$ cat src/rtl/rv32i_types.sv
// Shared RV32I core types: functional-unit result payload and the common data bus
// broadcast consumed by the ROB, RAT and reservation stations.
package rv32i_types;

    localparam int NUM_FU         = 4;
    localparam int CDB_FIFO_DEPTH = 2;

    typedef struct packed {
        logic [4:0]  rd_addr;
        logic [4:0]  rob_idx;
        logic [31:0] data;
    } fu_result_t;

    typedef struct packed {
        logic        valid;
        logic [4:0]  rd_addr;
        logic [4:0]  rob_idx;
        logic [31:0] data;
    } cdb_t;

endpackage

$ cat src/rtl/cdb_fu_fifo.sv
// Per-functional-unit result buffer in front of the CDB arbiter.
// Ready depends only on the registered occupancy count.
module cdb_fu_fifo
    import rv32i_types::*;
#(
    parameter  int DEPTH = CDB_FIFO_DEPTH,
    localparam int PTR_W = (DEPTH > 1) ? $clog2(DEPTH) : 1,
    localparam int CNT_W = $clog2(DEPTH + 1)
) (
    input  logic             clk,
    input  logic             rst,
    input  logic             flush,
    input  logic             push,
    input  logic             pop,
    input  fu_result_t       din,
    output fu_result_t       head,
    output logic [CNT_W-1:0] count,
    output logic             ready
);

    logic [PTR_W-1:0] head_ptr;
    logic [PTR_W-1:0] tail_ptr;
    fu_result_t       mem [DEPTH];
    logic             do_push;
    logic             do_pop;

    function automatic logic [PTR_W-1:0] wrap_inc(input logic [PTR_W-1:0] p);
        return (p == PTR_W'(DEPTH - 1)) ? '0 : p + PTR_W'(1);
    endfunction

    assign ready   = (count < CNT_W'(DEPTH));
    assign do_push = push && ready && !flush;
    assign do_pop  = pop && (count != '0) && !flush;
    assign head    = mem[head_ptr];

    // NOTE: sequential state uses non-blocking assignments so every register samples pre-edge values.
    always_ff @(posedge clk or posedge rst) begin
        if (rst) begin
            head_ptr <= '0;
            tail_ptr <= '0;
            count    <= '0;
        end else if (flush) begin
            head_ptr <= '0;
            tail_ptr <= '0;
            count    <= '0;
        end else begin
            if (do_push) tail_ptr <= wrap_inc(tail_ptr);
            if (do_pop)  head_ptr <= wrap_inc(head_ptr);
            case ({do_push, do_pop})
                2'b10:   count <= count + CNT_W'(1);
                2'b01:   count <= count - CNT_W'(1);
                default: count <= count;
            endcase
        end
    end

    // NOTE: storage is not reset; count gates every read, so stale entries are never observed.
    always_ff @(posedge clk) begin
        if (do_push) mem[tail_ptr] <= din;
    end

endmodule

$ cat src/rtl/cdb_arbiter.sv
// Common data bus arbiter: buffers per-FU results and broadcasts one per cycle,
// chosen round-robin, through a registered cdbus.
module cdb_arbiter
    import rv32i_types::*;
#(
    parameter int NUM_FU     = 4,
    parameter int FIFO_DEPTH = CDB_FIFO_DEPTH
) (
    input  logic                          clk,
    input  logic                          rst,
    input  logic                          flush,
    input  logic       [NUM_FU-1:0]       fu_valid,
    input  fu_result_t [NUM_FU-1:0]       fu_result,
    output logic       [NUM_FU-1:0]       fu_ready,
    output cdb_t                          cdbus
);

    localparam int CNT_W = $clog2(FIFO_DEPTH + 1);
    localparam int IDX_W = (NUM_FU > 1) ? $clog2(NUM_FU) : 1;

    logic       [NUM_FU-1:0] push;
    logic       [NUM_FU-1:0] pop;
    logic       [NUM_FU-1:0] not_empty;
    fu_result_t [NUM_FU-1:0] head;
    logic       [CNT_W-1:0]  count [NUM_FU];

    logic [IDX_W-1:0] rr_ptr;
    logic [IDX_W-1:0] rr_next;
    logic [IDX_W-1:0] grant_idx;
    logic             grant_valid;
    int               idx;

    assign push = fu_valid & fu_ready & {NUM_FU{~flush}};

    for (genvar i = 0; i < NUM_FU; i++) begin : g_fifo
        cdb_fu_fifo #(.DEPTH(FIFO_DEPTH)) u_fifo (
            .clk   (clk),
            .rst   (rst),
            .flush (flush),
            .push  (push[i]),
            .pop   (pop[i]),
            .din   (fu_result[i]),
            .head  (head[i]),
            .count (count[i]),
            .ready (fu_ready[i])
        );
        assign not_empty[i] = (count[i] != '0);
    end

    // First non-empty buffer at or above rr_ptr, wrapping past NUM_FU-1.
    // NOTE: every always_comb output gets a default first so no path can infer a latch.
    always_comb begin
        grant_valid = 1'b0;
        grant_idx   = '0;
        idx         = 0;
        for (int k = 0; k < NUM_FU; k++) begin
            idx = int'(rr_ptr) + k;
            if (idx >= NUM_FU) idx = idx - NUM_FU;
            if (!grant_valid && not_empty[IDX_W'(idx)]) begin
                grant_valid = 1'b1;
                grant_idx   = IDX_W'(idx);
            end
        end
    end

    always_comb begin
        pop = '0;
        if (grant_valid && !flush) pop[grant_idx] = 1'b1;
    end

    assign rr_next = (grant_idx == IDX_W'(NUM_FU - 1)) ? '0 : grant_idx + IDX_W'(1);

    always_ff @(posedge clk or posedge rst) begin
        if (rst) begin
            rr_ptr <= '0;
            cdbus  <= '0;
        end else if (flush) begin
            rr_ptr      <= '0;
            cdbus.valid <= 1'b0;
        end else begin
            cdbus.valid <= grant_valid;
            if (grant_valid) begin
                rr_ptr        <= rr_next;
                cdbus.rd_addr <= head[grant_idx].rd_addr;
                cdbus.rob_idx <= head[grant_idx].rob_idx;
                cdbus.data    <= head[grant_idx].data;
            end
        end
    end

endmodule
$ cat config.mk
export PLATFORM = sky130hd
export DESIGN_NAME = cdb_arbiter
export DESIGN_NICKNAME = d
export VERILOG_FILES = /design/src/rtl/rv32i_types.sv /design/src/rtl/cdb_fu_fifo.sv /design/src/rtl/cdb_arbiter.sv
export SDC_FILE = /design/constraint.sdc
export NUM_CORES = 1
export LEC_CHECK = 0
export CELL_PAD_IN_SITES_DETAIL_PLACEMENT = 2
export CELL_PAD_IN_SITES_GLOBAL_PLACEMENT = 2
export CORE_MARGIN = 1.5
export CORE_UTILIZATION = 40
export DETAILED_ROUTE_END_ITERATION = 8
export PLACE_DENSITY = 0.77
export RECOVER_POWER = 50
export SLEW_MARGIN = 20
export SYNTH_ARGS = -nofsm -noshare
export SYNTH_HDL_FRONTEND = slang
export SYNTH_SLANG_ARGS = --single-unit
$ cat constraint.sdc
create_clock -name clk -period 6.2 [get_ports clk]
set_input_delay 0.93 -clock clk [delete_from_list [all_inputs] [get_ports clk]]
set_output_delay 0.93 -clock clk [all_outputs]
set_load 0.01 [all_outputs]
==> impl_metrics.tcl, run 1 <==
set metrics [dict create \
    die-area_mm2 0.0422 \
    yosys_warnings 0 \
    syn2layout_area_growth_pct 25.6 \
    fmax_mhz 213 \
    num_rows 73 \
    synth_common_cells "edfxtp_1, mux2i_1, nor2_1, dfrtp_1, o21ai_0" \
    drive_above_1_share 0.181 \
    path_class "input port to flop" \
    final.setup_skew_ps 8.88 \
    tns_ps 0 \
    relSlewSlack -1.74 \
    gp_congestion 0.763 \
    fill_cells 3593 \
    layout.cells.non_filler 1792 \
    cp.required_ps 6320 \
    synthTopCellsByArea "edfxtp_1, dfrtp_1, mux2i_1" \
    cts_made_buffers 43 \
    portBuffers 221 \
    synthCells 1010 \
    worstMarginPinSlew_ps 4110 \
    synth_top_area_share 0.615 \
    overflow 0 \
    cpPeakStageDelay_ps 2840 \
    synth-seq-cells 397 \
    setup.worst_path.start_class "input port" \
    grt_pass1_vias 11100 \
    period_needed_ps 4700 \
    grt_pass1_wl_um 71500 \
    clk_pin_slew_ps 60 \
    cap_viol_max_count 1 \
    worst_slack_ps 1500 \
    avgSynthCellArea_um2 16.2 \
    post-route-drc-count 0 \
    end_kind "flop" \
    violations "capacitance limit, slew limit" \
    path_cells "clkbuf_4, clkbuf_1, nor3_2, clkbuf_1" \
    drtIter0Drc 467 \
    cp_top_family "buffers and inverters" \
    cpMostUsedCell "clkbuf_1" \
    power.density_mw_per_mm2 428 \
    antenna_found_initial 8 \
    synth_most_common_cell "edfxtp_1" \
    r2r-start "g_fifo[2].u_fifo.count[1]" \
    grtUsageTotal 0.233 \
    slew_viol_final 73 \
    dp_slack_ps 2980 \
    clk_latency_ps 560 \
    setup_viol 0 \
    initial_core_util 0.409 \
    cp.buffers_inverters 3 \
    syn_area_mm2 0.0164 \
    drt_pre_antenna_iters 5 \
    cts_sinks 397 \
    routed_wirelength_um 48800 \
    cts_root_buf "clkbuf_16" \
    post_cts_buffers 0 \
    pin_count 222 \
    ys_seq_area_frac 0.708 \
    critPathLaunch "flush" \
    hp-class "flop to flop" \
    die_w_um 205 \
    post-route-period-util 0.759 \
    cts_hold_buf 0 \
    antenna_left 0 \
    crit_arrival_ps 4830 \
    cts_tree "built" \
    grt_start_max_net_pins 73 \
    rsz0062_at_grt "no" \
    synth_edf_count 336 \
    cts_max_level 2 \
    avgViaCountPerCell 5.51 \
    synth-main-ff-cell "edfxtp_1" \
    cpMaxStageDelayCell "clkbuf_1" \
    wl_per_cell_um 27.2 \
    async_reset_ff_frac 0.154 \
    critPathMaxFanout 72 \
    synth_cell_types 48 \
    coreArea_mm2 0.0401 \
    hpwl_um 31600 \
    route.vias.total 9876 \
    synth_top_area_cell "edfxtp_1" \
    peakVddDrop_v 0.000252 \
    cts_resized 0 \
    die_y_um 205 \
    layout.nets 1405 \
    placed_cells 1709 \
    hold_viol_final 0 \
    clk_path_buf_depth 3 \
    leakagePower_nw 7.05 \
    syn_nets 1186 \
    hold_start "g_fifo[0].u_fifo.tail_ptr" \
    status "complete, but fails checks" \
]
[worst paths after layout]
| kind | slack, ps | end | cells past startpoint |
|---|---|---|---|
| max in group asynchronous | 4350 | g_fifo[3].u_fifo.head_ptr | 3 |
| min in group asynchronous | 1140 | cdbus[9] | 3 |
| worst min-delay path | 590 | g_fifo[0].u_fifo.tail_ptr | 2 |
| worst max register to register | 2770 | cdbus[10] | 8 |
| worst max-delay path | 1500 | g_fifo[0].u_fifo.mem[0][26] | 4 |
| worst min register to register | 590 | g_fifo[0].u_fifo.tail_ptr | 2 |
[worst min-delay path: cells and delay by family, from the launching register on]
| kind | cells | cell delay [ps] |
|---|---|---|
| flops | 1 | 380 |
| xor+xnor | 1 | 80 |
| simple gates | 1 | 80 |
[power breakdown]
part	switching (mW)	total, mW	internal, mW
clock	1.04	2.53	1.49
sequential	0.456	3.68	3.22
combinational	1.34	2.62	1.27
total	2.84	8.82	5.98
[stage by stage]
stage	area (um2)	util	hold slack, ps	power, mW
finish	20600	0.514	585	8.82
detailed placement	19200	0.479	578	6.36
CTS	20600	0.514	595	8.94
global route	20600	0.514	649	9.19
floorplan	16400	-	519	5.24
global placement	19200	0.479	554	6.20
[per-layer routing]
metal  vias up  global-route usage  wire [um]
li1       4348                   -          -
met1      5155               0.295      20700
met2       274               0.396      24500
met3        91              0.0428       2080
met4         8              0.0905       1480
met5         -                   0         69
[logic make-up after synthesis]
logic type,after synthesis,share of synthesized area
buffers and inverters,78,0.0221
and+or+nand+nor,146,0.0389
xor gates and xnor gates,7,0.00374
AOI/OAI and AO/OA,170,0.0822
muxes,211,0.144
adders and majority gates,1,0.000763
DFF,397,0.708
[registers in the layout (all words and copies together), names as in the netlist]
register                count
rr_ptr                      2
g_fifo.u_fifo.mem         336
g_fifo.u_fifo.tail_ptr      4
g_fifo.u_fifo.count         8
cdbus                      43
g_fifo.u_fifo.head_ptr      4
[cells in the final DEF, fill, tap and decap left out, drive strengths merged, types with 20 or more instances in the layout]
cell type | synthesis | layout
nor2 | 63 | 63
dfrtp | 61 | 61
mux2i | 126 | 126
a221oi | 42 | 42
nand2 | 51 | 51
edfxtp | 336 | 336
clkdlybuf4s50 | 0 | 49
buf | 21 | 20
dlygate4sd3 | 0 | 171
o21ai | 57 | 57
mux2 | 85 | 85
o22ai | 43 | 43
clkbuf | 48 | 66
[final cells by class]
class / count / area, um2 / share of cell area
antenna: 5 / 12.5 / 0.000607
tap: 525 / 657 / 0.0319
clock inverter: 15 / 123 / 0.00595
timing repair buffer: 243 / 2380 / 0.116
inverter: 9 / 35.0 / 0.00170
multi-input combinational: 535 / 4500 / 0.219
sequential: 397 / 11600 / 0.565
clock buffer: 63 / 1260 / 0.0612
(Power assumes the default switching activity.)
==> inputs of run 2 (changes only) <==
Settings changed: CORE_UTILIZATION 40 to 36, PLACE_DENSITY 0.77 to 0.73.
Clock period 6.2 ns to 4.3 ns, I/O delays scaled along.
==> impl_metrics.tcl, run 2 (synthesis gave the netlist of run 1 again) <==
set metrics [dict create \
    peakVddDrop_v 0.000336 \
    top_register "g_fifo.u_fifo.mem" \
    cts_hold_buf 0 \
    largest_reg_flops 336 \
    leakagePower_nw 7.02 \
    post-route-drc-count 0 \
    setup_viol 0 \
    path_class "input port to flop" \
    hp-class "flop to flop" \
    worstMarginPinSlew_ps 2390 \
    hpwl_um 30000 \
    grt_start_max_net_pins 47 \
    reg2reg_slack_ps 1190 \
    cp.required_ps 4520 \
    cp_top_family "buffers and inverters" \
    power.density_mw_per_mm2 606 \
    wl_per_cell_um 24.6 \
    cp.buffers_inverters 3 \
    cpPeakStageDelay_ps 1770 \
    clk_pin_slew_ps 60 \
    final_common_cell "edfxtp_1" \
    final_cell_mix "edfxtp_1, dlygate4sd3_1, mux2i_1" \
    grtUsageTotal 0.200 \
    dpl_cell_area_mm2 0.0193 \
    finish.utilization 0.457 \
    initial_core_util 0.363 \
    avgViaCountPerCell 5.17 \
    antenna_left 0 \
    fmax_mhz 289 \
    drive_above_1_share 0.178 \
    hold_viol_final 0 \
    grt_pass1_wl_um 69800 \
    die-area_mm2 0.0468 \
    cts_resized 0 \
    die_w_um 216 \
    gp_congestion 0.759 \
    crit_arrival_ps 3680 \
    layout.nets 1404 \
    cts_max_level 2 \
    die_y_um 216 \
    end_kind "flop" \
    violations "capacitance limit, slew limit" \
    num_rows 78 \
    path_cells "clkbuf_2, clkbuf_1, nor3b_2, buf_4" \
    tns_ps 0 \
    cts_tree "built" \
    syn2layout_area_growth_pct 26.0 \
    reg_top3 "g_fifo.u_fifo.mem: 336 flops, cdbus: 43 flops, g_fifo.u_fifo.count: 8 flops" \
    grt_pass1_vias 11000 \
    slew_viol_final 83 \
    cts_made_buffers 44 \
    rsz0062_at_grt "no" \
    post-route-period-util 0.804 \
    drt_pre_antenna_iters 4 \
    post_cts_buffers 0 \
    hold_slack_ps 600 \
    placed_cells 1782 \
    final.setup_skew_ps 20.2 \
    overflow 0 \
    status "complete, but fails checks" \
    setup.worst_path.start_class "input port" \
    critPathMaxFanout 42 \
    route.vias.total 9646 \
    cpMaxStageDelayCell "clkbuf_1" \
    stdcell_area_mm2 0.0207 \
    period_needed_ps 3460 \
    portBuffers 221 \
    coreArea_mm2 0.0452 \
    routed_wirelength_um 45900 \
    cap_viol_max_count 2 \
    relSlewSlack -0.595 \
    antenna_found_initial 5 \
    cts_sinks 397 \
    clk_latency_ps 570 \
    cts_root_buf "clkbuf_16" \
    drtIter0Drc 502 \
    layout.cells.non_filler 1866 \
    pin_count 222 \
    clk_path_buf_depth 3 \
]
[run 2: changes by cell type in the layout (fill, tap and decap cells not counted), moves of 2 or more]
cell and change:
nor3_2 -3, clkbuf_8 -2, nor3_4 +3, bufinv_16 -2
clkbuf_16 +2, diode_2 -2, clkinv_1 -4, dlygate4sd3_1 -2
clkbuf_1 +8, clkdlybuf4s50_1 +2
[run 2: final cells by class]
cell class | count | area [um2]
clock buffer | 72 | 1320
multi-input combinational | 535 | 4520
clock inverter | 9 | 53.8
fill | 4245 | 24500
tap | 600 | 751
timing repair buffer | 241 | 2350
inverter | 9 | 36.3
sequential | 397 | 11600
antenna | 3 | 7.51
[run 2: worst register-to-register path: cells and delay by family, from the launching register on]
kind                       cells  cell delay (ps)
AOI/OAI and AO/OA              2              410
DFF                            1              480
adders and majority gates      1              440
and+or+nand+nor                5             1570
[run 2: final timing paths]
kind,cells past startpoint,from,to
worst min-delay path,2,cdbus[10],cdbus[10]
min in group asynchronous,2,rst,cdbus[9]
worst min register to register,2,cdbus[10],cdbus[10]
worst max register to register,8,g_fifo[2].u_fifo.count[1],g_fifo[2].u_fifo.count[0]
max in group asynchronous,2,rst,g_fifo[3].u_fifo.head_ptr
worst max-delay path,4,flush,g_fifo[3].u_fifo.mem[1][34]
[run 2: metal layers]
layer	vias to the layer above	track usage	wire length (um)	part of all wire
met5	-	0	23	0.00050
met4	4	0.0593	877	0.019
met3	61	0.0333	2070	0.045
met2	223	0.347	23500	0.51
met1	5005	0.256	19500	0.42
li1	4353	-	-	-
[run 2: per-stage QoR]
stage	total power [mW]	setup slack, ps
after floorplan	7.56	-357
final	12.5	841
after detailed placement	9.11	1310
after CTS	12.8	1270
after global placement	8.93	1400
after global routing	13.1	568
[run 2: power breakdown]
group / total [mW] / switching (mW) / leakage, nW / internal [mW]
clock network: 3.59 / 1.50 / 0.671 / 2.09
logic: 3.68 / 1.85 / 2.55 / 1.82
registers: 5.27 / 0.624 / 3.80 / 4.64
total: 12.5 / 3.98 / 7.02 / 8.56
